<file path="config.mk">
export PLATFORM = sky130hd
export DESIGN_NAME = nor_chain_bist
export DESIGN_NICKNAME = d
export VERILOG_FILES = /design/src/rtl/nor_bist_pkg.sv /design/src/rtl/nor_chain_model.sv /design/src/rtl/nor_chain_bist.sv
export SDC_FILE = /design/constraint.sdc
export NUM_CORES = 1
export LEC_CHECK = 0
export ABC_AREA = 1
export CAP_MARGIN = 20
export CORE_MARGIN = 2
export CORE_UTILIZATION = 32
export CTS_BUF_LIST = sky130_fd_sc_hd__clkbuf_4 sky130_fd_sc_hd__clkbuf_8
export DETAILED_ROUTE_END_ITERATION = 8
export GPL_ROUTABILITY_DRIVEN = 0
export SLEW_MARGIN = 0
export SYNTH_ARGS = -nofsm -noshare
export SYNTH_HDL_FRONTEND = slang
export SYNTH_HIERARCHICAL = 1
export SYNTH_SLANG_ARGS = --single-unit
</file>
<file path="constraint.sdc">
create_clock -name clk -period 2.2 [get_ports clk]
set_input_delay 0.55 -clock clk [delete_from_list [all_inputs] [get_ports clk]]
set_output_delay 0.55 -clock clk [all_outputs]
set_load 0.03 [all_outputs]
</file>
<file path="src/rtl/nor_bist_pkg.sv">
// Shared types and constants for the NOR-chain BIST sequencer.
package nor_bist_pkg;

  typedef enum logic [2:0] {
    IDLE,
    APPLY,
    SETTLE,
    CHECK,
    DONE
  } state_e;

  localparam int unsigned NUM_VECTORS = 16;
  localparam logic [3:0]  LAST_VEC    = 4'(NUM_VECTORS - 1);

  // Chain input positions within the 4-bit vector
  localparam int unsigned VEC_A_BIT = 3;
  localparam int unsigned VEC_B_BIT = 2;
  localparam int unsigned VEC_C_BIT = 1;
  localparam int unsigned VEC_D_BIT = 0;

endpackage

</file>
<file path="src/rtl/nor_chain_model.sv">
// Combinational golden model of the three-stage NOR chain: {e,f,g} from vector {a,b,c,d}.
module nor_chain_model
  import nor_bist_pkg::*;
(
  input  logic [3:0] vec_i,
  output logic [2:0] efg_o
);

  logic e, f, g;

  always_comb begin
    e     = ~(vec_i[VEC_A_BIT] | vec_i[VEC_B_BIT]);
    f     = ~(e | vec_i[VEC_C_BIT]);
    g     = ~(f | vec_i[VEC_D_BIT]);
    efg_o = {e, f, g};
  end

endmodule

</file>
<file path="src/rtl/nor_chain_bist.sv">
// BIST sequencer: walks all 16 vectors through the NOR chain and compares against the golden model.
module nor_chain_bist
  import nor_bist_pkg::*;
#(
  parameter int unsigned SETTLE_CYCLES = 1
) (
  input  logic       clk,
  input  logic       rst_n,
  input  logic       start,
  input  logic       abort,
  output logic       dut_a,
  output logic       dut_b,
  output logic       dut_c,
  output logic       dut_d,
  input  logic       dut_e,
  input  logic       dut_f,
  input  logic       dut_g,
  output logic       busy,
  output logic       done,
  output logic       pass,
  output logic [4:0] err_count,
  output logic       fail_valid,
  output logic [3:0] fail_vec
);

  localparam logic [3:0] SETTLE_LAST = 4'((SETTLE_CYCLES == 0) ? 0 : SETTLE_CYCLES - 1);

  state_e     state_q, state_d;
  logic [3:0] vec_q, vec_d;
  logic [3:0] settle_q, settle_d;
  logic [4:0] err_q, err_d;
  logic       fvalid_q, fvalid_d;
  logic [3:0] fvec_q, fvec_d;
  logic       pass_q, pass_d;

  logic [2:0] model_efg;
  logic       mismatch;
  logic       active;

  nor_chain_model u_model (
    .vec_i (vec_q),
    .efg_o (model_efg)
  );

  assign mismatch = ({dut_e, dut_f, dut_g} != model_efg);

  always_comb begin
    state_d  = state_q;
    vec_d    = vec_q;
    settle_d = settle_q;
    err_d    = err_q;
    fvalid_d = fvalid_q;
    fvec_d   = fvec_q;
    pass_d   = pass_q;

    case (state_q)
      IDLE: begin
        if (start) begin
          state_d  = APPLY;
          vec_d    = '0;
          err_d    = '0;
          fvalid_d = 1'b0;
          fvec_d   = '0;
          pass_d   = 1'b0;
        end
      end
      APPLY: begin
        settle_d = '0;
        if (abort)                   state_d = IDLE;
        else if (SETTLE_CYCLES == 0) state_d = CHECK;
        else                         state_d = SETTLE;
      end
      SETTLE: begin
        if (abort)                        state_d = IDLE;
        else if (settle_q == SETTLE_LAST) state_d = CHECK;
        else                              settle_d = settle_q + 4'd1;
      end
      CHECK: begin
        // An abort takes priority, so the aborted vector's comparison is not recorded
        if (abort) begin
          state_d = IDLE;
        end else begin
          if (mismatch) begin
            err_d = err_q + 5'd1;
            if (!fvalid_q) begin
              fvalid_d = 1'b1;
              fvec_d   = vec_q;
            end
          end
          if (vec_q == LAST_VEC) begin
            state_d = DONE;
            pass_d  = (err_d == 5'd0);
          end else begin
            vec_d   = vec_q + 4'd1;
            state_d = APPLY;
          end
        end
      end
      DONE:    state_d = IDLE;
      default: state_d = IDLE;
    endcase
  end

  always_ff @(posedge clk or negedge rst_n) begin
    if (!rst_n) begin
      state_q  <= IDLE;
      vec_q    <= '0;
      settle_q <= '0;
      err_q    <= '0;
      fvalid_q <= 1'b0;
      fvec_q   <= '0;
      pass_q   <= 1'b0;
    end else begin
      state_q  <= state_d;
      vec_q    <= vec_d;
      settle_q <= settle_d;
      err_q    <= err_d;
      fvalid_q <= fvalid_d;
      fvec_q   <= fvec_d;
      pass_q   <= pass_d;
    end
  end

  assign active     = (state_q == APPLY) || (state_q == SETTLE) || (state_q == CHECK);
  assign busy       = active;
  assign done       = (state_q == DONE);
  assign pass       = pass_q;
  assign err_count  = err_q;
  assign fail_valid = fvalid_q;
  assign fail_vec   = fvec_q;
  assign dut_a      = active & vec_q[VEC_A_BIT];
  assign dut_b      = active & vec_q[VEC_B_BIT];
  assign dut_c      = active & vec_q[VEC_C_BIT];
  assign dut_d      = active & vec_q[VEC_D_BIT];

endmodule

</file>
**Word-level counts from Yosys, hierarchy flattened**

Cells that the tools add are included.

- Register bits: 22
- Bits of input ports: 7
- Output and inout bits: 17
- Logic and storage cells: 80

- Add/subtract/negate cells: 3
- Eq/ne operators: 15
- Multiplexer cells: 31
- Bitwise gates (word level): 10
- Reductions and logical operators: 14

Operators by type and width:

| operator | number |
|---|---|
| $mux 4 | 8 |
| $mux 5 | 5 |
| $pmux 4 s2 | 3 |
| $ne 2x2->1 const B | 8 |
| $mux 3 | 5 |
| $pmux 3 s4 | 1 |
| $reduce_and 4->1 | 3 |
| $pmux 5 s2 | 1 |
| $add 4x1->4 const B | 2 |
| $eq 3x2->1 const B | 2 |
| $reduce_and 3->1 | 2 |
| $add 5x1->5 const B | 1 |
| $logic_not 5->1 | 1 |
| $mux 1 | 5 |
| $reduce_and 5->1 | 1 |
| $and 1x1->1 | 4 |
| $eq 4x4->1 const B | 1 |
| $logic_not 4->1 | 1 |
| $pmux 1 s2 | 2 |
| $reduce_bool 2->1 | 2 |
| $eq 3x1->1 const B | 1 |
| $eq 3x3->1 const B | 1 |
| $logic_not 3->1 | 1 |
| $ne 3x3->1 | 1 |
| 6 further kinds | 11 |

**Longest topological paths before layout**

Gate-level depths: netlist of the first run.

- Depth in word-level cells: 14
- Mapped depth: 14
- Mapped depth without buffers: 13

**Modules after synthesis**

Netlist of the first run, hierarchy kept.

Modules (own cells, without submodules):

| module | instances | cells each | area each (sq um) | sequential area each (sq um) |
|---|---|---|---|---|
| nor_chain_bist | 1 | 182 | 1390.1 | 550.5 |
| nor_chain_model | 1 | 6 | 41.3 | 0.0 |

**Least setup slack after synthesis of the first run**

No wires, ideal clock.

- Path type: reg-to-output
- Start point: reg state_q[0]
- End point: out dut_a
- Arrival: 1558 ps
- Data required time: 1650 ps
- Path slack: 92 ps
- Stages on the path, launching flop included: 5
- Path buffers: 0
- Path through: dfrtp_1 > nor2_2 > nor2_1 > inv_1 > nor2_1

- Cells in the longest elaborated chain, start to end: 4

Ends and longest elaborated chain:

| element | line | source |
|---|---|---|
| start, declared | nor_chain_bist.sv:28 | `state_e state_q, state_d;` |
| start signal, assigned | nor_chain_bist.sv:114 | `state_q <= state_d;` |
| $eq 3x1->1 / $eq 3x2->1 (equally long branches) | nor_chain_bist.sv:124 | `assign active = (state_q == APPLY) \|\| (state_q == SETTLE) \|\| (state_q == CHECK);` |
| $logic_or 1x1->1 | nor_chain_bist.sv:124 |  |
| $logic_or 1x1->1 (*) | nor_chain_bist.sv:124 |  |
| net busy | nor_chain_bist.sv:18 | `output logic busy,` |
| $and 1x1->1 (*) | nor_chain_bist.sv:131 | `assign dut_a = active & vec_q[VEC_A_BIT];` |
| end, declared | nor_chain_bist.sv:11 | `output logic dut_a,` |

Mark *: on every way through the listed nets, which the timed path passes. The rest lies on a longest branch.

**Final worst setup path of the first run**

- Start point: reg state_q[1]
- End point: out busy

- Cells in the longest elaborated chain, start to end: 3

Ends and longest elaborated chain:

| element | line |
|---|---|
| $eq 3x1->1 / $eq 3x2->1 (equally long branches) | nor_chain_bist.sv:124 |
| $logic_or 1x1->1 | nor_chain_bist.sv:124 |
| $logic_or 1x1->1 (*) | nor_chain_bist.sv:124 |
| end, declared | nor_chain_bist.sv:18 |

Every way passes the cells marked *; elsewhere a longest branch is shown, timed or not.

==> results.json, run 1 <==
{
  "outcome": "completed",
  "ir_drop_v": 0.000357,
  "drt_wl_total_um": 3070,
  "synth_top_area_share_pct": 38.5,
  "port_buffers": 23,
  "multi_input_area_um2": 751,
  "pwr-share-clk_pct": 13.8,
  "grt-ovfl-total": 0,
  "timing.rr.start": "vec_q[2]$_DFFE_PN0P_",
  "grt_pass1_vias": 1182,
  "cts_sinks": 22,
  "finalHoldViolCount": 0,
  "utilization_pct": 41.6,
  "switchingPower_uw": 866,
  "post_cts_buffers": 0,
  "regArea_um2": 551,
  "grtUsageTotal_pct": 13.4,
  "slowest_stage": "clkdlybuf4s50_1",
  "startpoint": "state_q[1]$_DFFE_PN0P_",
  "cts_tree": "yes",
  "yosysWarnings": 6,
  "synth_top_flop_cell": "dfrtp_1",
  "clock_latency_ns": 0.26,
  "min_period_ns": 2.10,
  "path_clk_slew_ns": 0.08,
  "cp_num_buf_inv": 1,
  "hpwl_um": 2370,
  "tightestPinTransition_ns": 0.311,
  "dieWidth_um": 70.9,
  "power_frac_seq_pct": 28.7,
  "worst_ep_required_time_ns": 1.65,
  "cts_resized": 4,
  "antenna_found_initial": 0,
  "syn-cell-area_um2": 1430,
  "ys_seq_area_share_pct": 38.5,
  "syn2layout_area_growth_pct": 25.6,
  "fmax_mhz": 476,
  "fin_nets": 232,
  "worstPathArrival_ns": 1.55,
  "slew_violations": 0,
  "skew_ns": 0.00314,
  "worstPathMaxFanout": 3,
  "combinationalPowerShare_pct": 57.5,
  "rows": 24,
  "syn_inst": 188,
  "powerDensity_nw_per_um2": 1020,
  "die_h_um": 70.9,
  "cp-start-kind": "flop",
  "syn_area_per_cell_um2": 7.61,
  "htreeDepth": 1,
  "grt_pass1_wl_um": 5400,
  "core_area_um2": 4320,
  "start_util_pct": 33.1,
  "swShare_pct": 47.3,
  "grt_max_degree": 23,
  "drt_first_iter_violations": 78,
  "ys_ff_latch": 22,
  "yosysTopAreaCell": "dfrtp_1",
  "antenna_cells": 0,
  "drtPass1Iterations": 4,
  "yosysMostFrequentCell": "nand2_1",
  "io_pins": 24,
  "timing.critical_path.slowest_cell_delay_ns": 0.70,
  "syn_nets": 199,
  "worst_setup_path_end_kind": "primary output",
  "routed-via-count": 1265,
  "holdCritPathClass": "flop to flop",
  "detail-route-antenna-nets": 0,
  "path_class": "flop to primary output",
  "root_buffer": "clkbuf_8",
  "cts_buffers": 3,
  "yosys-top-cells-count": "nand2_1, dfrtp_1, inv_1",
  "cts_hold_buf": 0,
  "rsz0062_at_grt": "no",
  "clock_path_buffers": 2,
  "drive_gt1_share_pct": 18.7,
  "yosys-top-cells-area": "dfrtp_1, nand2_1, nand3_1",
  "worstPathCellList": "nor2_2, nor2_1, clkdlybuf4s50_1",
  "leakage_nw": 0.915,
  "design.die.area_um2": 5020,
  "fin_total_pwr_mw": 1.83,
  "wire_per_inst_um": 11.3,
  "setup_violations": 0,
  "synthArstFlopShare_pct": 100,
  "period_share_pct": 95.6,
  "synth_edf_count": 0,
  "drc": 0,
  "hp-start": "fail_vec[1]$_DFFE_PN0P_",
  "slew_headroom_pct": 79.2,
  "fillerInstances": 476,
  "finalSetupTns_ns": 0,
  "drv_cap": 0,
  "vias_per_cell": 4.67,
  "ys_types": 26,
  "p_int_uw": 963,
  "cp_top_family": "buffers and inverters"
}
final timing paths:
check | to | slack (ns) | cells past startpoint
min | fail_vec[1]$_DFFE_PN0P_ | 0.52 | 2
max reg2reg | pass$_DFFE_PN0P_ | 0.50 | 9
max in group asynchronous | pass$_DFFE_PN0P_ | 1.34 | 2
min in group asynchronous | state_q[1]$_DFFE_PN0P_ | 0.63 | 2
min reg2reg | fail_vec[1]$_DFFE_PN0P_ | 0.52 | 2
max | busy | 0.1 | 3
cell families after synthesis:
family	Yosys count	synth area share, %
adder cells (fa/ha/maj)	4	3.50
flip-flops	22	38.5
buffers and inverters	31	9.09
AND/OR/NAND/NOR	111	39.2
AO/OA/AOI/OAI	14	5.51
XOR/XNOR	6	4.20
power groups by stage:
stage / registers [mW] / clock network, mW / logic (mW)
CTS: 0.527 / 0.258 / 1.06
global route: 0.536 / 0.275 / 1.17
global placement: 0.534 / 0 / 1.06
floorplan: 0.606 / 0 / 0.687
detailed placement: 0.535 / 0 / 1.07
finish: 0.525 / 0.253 / 1.05
cell type report:
class	count	area share (%)
Multi-Input combinational cell	135	41.8
Clock buffer	3	2.30
Inverter	28	5.98
Sequential cell	22	30.6
Timing Repair Buffer	31	15.7
Tap cell	52	3.62
layer usage:
| metal | up-vias | wire length (µm) | GRT usage, % |
|---|---|---|---|
| li1 | 663 | - | - |
| met1 | 567 | 1500 | 19.1 |
| met2 | 30 | 1410 | 20.7 |
| met3 | 5 | 116 | 2.14 |
| met4 | 0 | 51 | 5.03 |
| met5 | - | 0 | 0 |
stage by stage:
stage                     setup slack (ns)  std cells  hold WS, ns  area [µm²]
after CTS                           0.0742        271        0.522        1800
after global placement               0.203        268        0.500        1760
after global routing                0.0158        271        0.558        1800
final                               0.0971        271        0.516        1800
after floorplan                     0.0919        188        0.254        1430
after detailed placement             0.164        268        0.499        1760
registers in the layout, summed over array words and instances, names as in the netlist:
signal and count:
err_count 5, pass 1, vec_q 4, settle_q 4, state_q 3, fail_vec 4
fail_valid 1
worst reg2reg max path: cells and delay by family (launching register included):
| kind | cells | cell delay [ns] |
|---|---|---|
| DFF | 1 | 0.45 |
| xor gates and xnor gates | 1 | 0.29 |
| and+or+nand+nor | 8 | 0.91 |
cells in the final DEF, fill, tap and decap left out, types with 5 or more instances in the layout:
cell type / count
nand2_1: 44
inv_1: 22
dfrtp_1: 22
nand3_1: 19
nor2_1: 18
clkdlybuf4s50_1: 18
buf_4: 9
nand2_2: 7
nor2_2: 6
nand4_1: 6
inv_2: 5
Power figures use the tool's default switching activity.
==> inputs of run 2 (changes only) <==
==> constraint.sdc (replaced) <==
create_clock -name clk -period 2 [get_ports clk]
set_input_delay 0.5 -clock clk [delete_from_list [all_inputs] [get_ports clk]]
set_output_delay 0.5 -clock clk [all_outputs]
set_load 0.03 [all_outputs]
==> run 2 against run 1 <==
Net effect: worst hold slack lost 0.0049 ns; flip-flop and latch count is the same; clock power grew 28%; design area shrank 0.21%; clock skew shrank 0.0019 ns; die area is the same; global-route usage shrank 0.85 points; clock-buffer cell count grew 1; worst setup slack lost 0.030 ns; first-iteration DRC count shrank 10%; critical endpoint is now err_count[2].
==> results.json, run 2 (synthesis gave the netlist of run 1 again) <==
{
  "outcome": "completed",
  "antenna_cells": 0,
  "fin_nets": 230,
  "hpwl_um": 2290,
  "drt_wl_total_um": 2930,
  "drc": 0,
  "grt_pass1_wl_um": 5050,
  "cp_top_family": "buffers and inverters",
  "antenna_found_initial": 0,
  "detail-route-antenna-nets": 0,
  "core_area_um2": 4320,
  "timing.critical_path.slowest_cell_delay_ns": 0.71,
  "fin_total_pwr_mw": 2.02,
  "htreeDepth": 1,
  "design.die.area_um2": 5020,
  "slowest_stage": "clkdlybuf4s50_1",
  "dpl_cell_area_um2": 1740,
  "cp_num_buf_inv": 1,
  "grt_max_degree": 23,
  "worst_setup_path_end_kind": "primary output",
  "routed-via-count": 1256,
  "path_class": "flop to primary output",
  "rows": 24,
  "most-common-layout-cells": "nand2_1, inv_1, dfrtp_1",
  "grt-ovfl-total": 0,
  "use_met3_pct": 2.56,
  "cp-start-kind": "flop",
  "period_share_pct": 96.7,
  "slew_headroom_pct": 79.5,
  "setup_violations": 0,
  "clock_path_buffers": 2,
  "worst_ep_required_time_ns": 1.50,
  "worstPathCellList": "clkdlybuf4s50_1",
  "fmax_mhz": 517,
  "ir_drop_v": 0.000370,
  "powerDensity_nw_per_um2": 1130,
  "port_buffers": 23,
  "worstPathArrival_ns": 1.43,
  "fillerInstances": 464,
  "worstPathMaxFanout": 6,
  "clock_latency_ns": 0.26,
  "skew_ns": 0.00122,
  "wire_per_inst_um": 10.8,
  "use_met2_pct": 19.9,
  "largest_register_ffs": 5,
  "tightestPinTransition_ns": 0.307,
  "slew_violations": 0,
  "leakage_nw": 0.902,
  "drtPass1Iterations": 4,
  "path_clk_slew_ns": 0.08,
  "vias_per_cell": 4.65,
  "finalHoldViolCount": 0,
  "grtUsageTotal_pct": 12.6,
  "final_cell_area_um2": 1790,
  "drive_gt1_share_pct": 20.6,
  "grt_pass1_vias": 1147,
  "cts_buffers": 3,
  "holdCritPathClass": "flop to flop",
  "root_buffer": "clkbuf_8",
  "die_h_um": 70.9,
  "met1_usage_pct": 16.6,
  "final_common_cell": "nand2_1",
  "cts_tree": "yes",
  "gr-max-usage-layer": "met2",
  "min_period_ns": 1.93,
  "drt_first_iter_violations": 70,
  "drv_cap": 0,
  "start_util_pct": 33.1,
  "cts_sinks": 22,
  "syn2layout_area_growth_pct": 25.3,
  "dieWidth_um": 70.9,
  "rsz0062_at_grt": "no",
  "io_pins": 24,
  "cts_hold_buf": 0,
  "layout_setup_ws_ns": 0.0669,
  "post-place-ws_ns": 0.0911
}
## run 2: cell types whose count changed in the layout (fill, tap and decap cells not counted)
cell,change
clkdlybuf4s50_1,-1
clkbuf_8,+1
dfrtp_2,+2
buf_4,+1
dfrtp_1,-2
dlygate4sd2_1,-2
## run 2: cell type report
class | count | area [µm²] | area share [%]
clock buffer | 4 | 55.1 | 3.07
inverter | 28 | 108 | 6.00
multi-input combinational | 135 | 751 | 41.8
sequential | 22 | 553 | 30.8
tap | 52 | 65.1 | 3.63
timing repair buffer | 29 | 263 | 14.6
## run 2: through the flow
step / hold slack (ns) / utilization [%] / std cells / TNS [ns]
after global routing: 0.533 / 41.5 / 270 / 0
after CTS: 0.515 / 41.4 / 270 / 0
after floorplan: 0.204 / - / 188 / -0.232
after global placement: 0.505 / 40.2 / 266 / 0
after detailed placement: 0.497 / 40.2 / 266 / 0
final: 0.511 / 41.5 / 270 / 0
## run 2: where the power goes
group	total [mW]	leakage (nW)	switching, mW	internal (mW)
registers	0.619	0.298	0.0964	0.523
clock network	0.323	0.0288	0.147	0.176
logic	1.08	0.576	0.701	0.376
total	2.02	0.902	0.944	1.07
## run 2: routing by layer
metal  vias up  wire length [µm]
li1        660                 -
met1       569              1430
met2        22              1340
met3         5                97
met4         0                55
met5         -                 0
## run 2: final timing paths
check | from | to | slack (ns) | depth (start not counted)
max in group asynchronous | rst_n | state_q[1]$_DFFE_PN0P_ | 1.18 | 2
min in group asynchronous | rst_n | settle_q[0]$_DFFE_PN0P_ | 0.58 | 2
min reg2reg | pass$_DFFE_PN0P_ | pass$_DFFE_PN0P_ | 0.51 | 2
min | pass$_DFFE_PN0P_ | pass$_DFFE_PN0P_ | 0.51 | 2
max reg2reg | vec_q[2]$_DFFE_PN0P_ | pass$_DFFE_PN0P_ | 0.26 | 13
max | err_count[2]$_DFFE_PN0P_ | err_count[2] | 0.07 | 1
## run 2: worst min-delay path: cells and delay by family, from the launching register on
| kind | cells | cell delay [ns] |
|---|---|---|
| compound gates | 1 | 0.08 |
| simple gates | 1 | 0.06 |
| flops | 1 | 0.35 |
## run 2: timing repair
item                       in CTS  in global routing
cloned                          0                  0
gates resized for setup         2                  2
setup endpoints to repair       2                  4
buffers inserted                0                  0
==> inputs of run 3 (changes only) <==
--- a/config.mk
+++ b/config.mk
@@ -12,6 +12,7 @@
 export CTS_BUF_LIST = sky130_fd_sc_hd__clkbuf_4 sky130_fd_sc_hd__clkbuf_8
 export DETAILED_ROUTE_END_ITERATION = 8
 export GPL_ROUTABILITY_DRIVEN = 0
+export GPL_TIMING_DRIVEN = 0
 export SLEW_MARGIN = 0
 export SYNTH_ARGS = -nofsm -noshare
 export SYNTH_HDL_FRONTEND = slang
==> run 3 against run 2 <==
Net effect: combinational power rose by 5%; highest routed layer unchanged; clock skew rose by 0.0099 ns; global-route usage rose by 1.2 points; wire length rose by 6.9%; largest power group unchanged; critical endpoint is now done.
==> results.json, run 3 (synthesis gave the netlist of run 1 again) <==
{
  "worstReg2RegEnd": "fail_vec[1]$_DFFE_PN0P_",
  "design.die.area_um2": 5020,
  "grt-ovfl-total": 0,
  "utilization_pct": 42.5,
  "final_common_cell": "nand2_1",
  "cts_buffers": 3,
  "die_h_um": 70.9,
  "worstPathArrival_ns": 1.43,
  "leakage_nw": 0.926,
  "largest_register_ffs": 5,
  "period_share_pct": 96.6,
  "skew_ns": 0.0111,
  "hold_end": "pass$_DFFE_PN0P_",
  "finalSetupTns_ns": 0,
  "timing.rr.start": "vec_q[2]$_DFFE_PN0P_",
  "drt_first_iter_violations": 81,
  "fin_cells": 270,
  "slew_violations": 0,
  "worstRegToRegCells": 9,
  "drive_gt1_share_pct": 21.6,
  "dieWidth_um": 70.9,
  "root_buffer": "clkbuf_8",
  "antenna_found_initial": 0,
  "cts_hold_buf": 0,
  "fin_total_pwr_mw": 2.16,
  "fin_nets": 230,
  "clock_latency_ns": 0.27,
  "grt_max_degree": 23,
  "core_area_um2": 4320,
  "detail-route-antenna-nets": 0,
  "cts_tree": "yes",
  "port_buffers": 23,
  "vias_per_cell": 4.73,
  "grtUsageTotal_pct": 13.8,
  "rows": 24,
  "r2r_setup_slack_ns": 0.22,
  "grt_pass1_wl_um": 5580,
  "tightestPinTransition_ns": 0.521,
  "worst_ep_required_time_ns": 1.50,
  "routed-via-count": 1277,
  "slew_headroom_pct": 65.2,
  "drtPass1Iterations": 4,
  "hp-start": "pass$_DFFE_PN0P_",
  "layout_setup_ws_ns": 0.0680,
  "fmax_mhz": 518,
  "outcome": "completed",
  "wire_per_inst_um": 11.6,
  "worst_setup_path_end_kind": "primary output",
  "setup_violations": 0,
  "post-place-ws_ns": -0.166,
  "path_class": "flop to primary output",
  "io_pins": 24,
  "start_util_pct": 33.1,
  "syn2layout_area_growth_pct": 28.3,
  "holdPathStages": 2,
  "antenna_cells": 0,
  "grt_pass1_vias": 1287,
  "powerDensity_nw_per_um2": 1180,
  "place_inst": 263,
  "path_clk_slew_ns": 0.08,
  "most-common-layout-cells": "nand2_1, inv_1, dfrtp_1",
  "drt_wl_total_um": 3130,
  "cts_sinks": 22,
  "ir_drop_v": 0.000402,
  "startpoint": "state_q[0]$_DFFE_PN0P_",
  "drc": 0,
  "finalHoldViolCount": 0,
  "htreeDepth": 1,
  "drv_cap": 0,
  "clock_path_buffers": 2,
  "worstPathMaxFanout": 5,
  "holdCritPathClass": "flop to flop",
  "hpwl_um": 2290,
  "min_period_ns": 1.93,
  "cp-start-kind": "flop"
}
run 3: metrics by stage:
stage	hold slack (ns)	cell area [µm²]
2_1_floorplan	0.204	1430
3_3_place_gp	0.498	1730
3_5_place_dp	0.502	1730
4_1_cts	0.521	1800
5_1_grt	0.541	1840
6_report	0.514	1840
run 3: per-layer routing:
metal  vias to the layer above  wire, µm  track usage, %  part of all wire, %
met3                         4        63            1.71                  2.0
met4                         0        63            6.29                  2.0
li1                        660         -               -                    -
met1                       595      1490            17.4                   48
met5                         -         0               0                    0
met2                        18      1520            23.6                   48
run 3: how the worst max path moves through the flow:
stage | to | slack, ns | cells after the start
after detailed placement | dut_a | -0.17 | 5
final | done | 0.07 | 3
after floorplan | dut_a | -0.06 | 4
after global routing | done | -0.003 | 3
after CTS | dut_b | 0.001 | 5
after global placement | dut_a | -0.17 | 5
run 3: timing repair:
item / in CTS / in global routing
buffers inserted: 0 / 2
resized for setup: 17 / 8
pin swaps: 0 / 0
endpoints found under the setup margin: 6 / 6
run 3: critical path: stages (launching register included):
cell	delay (ns)
dfrtp_2	0.43
buf_4	0.16
nor3_1	0.19
clkdlybuf4s15_1	0.39
run 3: power breakdown:
part           switching (mW)  total [mW]  leakage [nW]  internal (mW)
Sequential             0.0879       0.609         0.297          0.521
Clock                   0.157       0.424        0.0357          0.268
Combinational           0.729        1.13         0.593          0.397
run 3: final cells by class:
cell class	count	area, µm²
well taps	52	65.1
inverters	28	108
repair buffers	26	254
flip-flops and latches	22	553
clock inverters	1	30.0
multi-input cells	135	763
plain buffers	3	22.5
fillers	475	2490
clock buffers	3	41.3
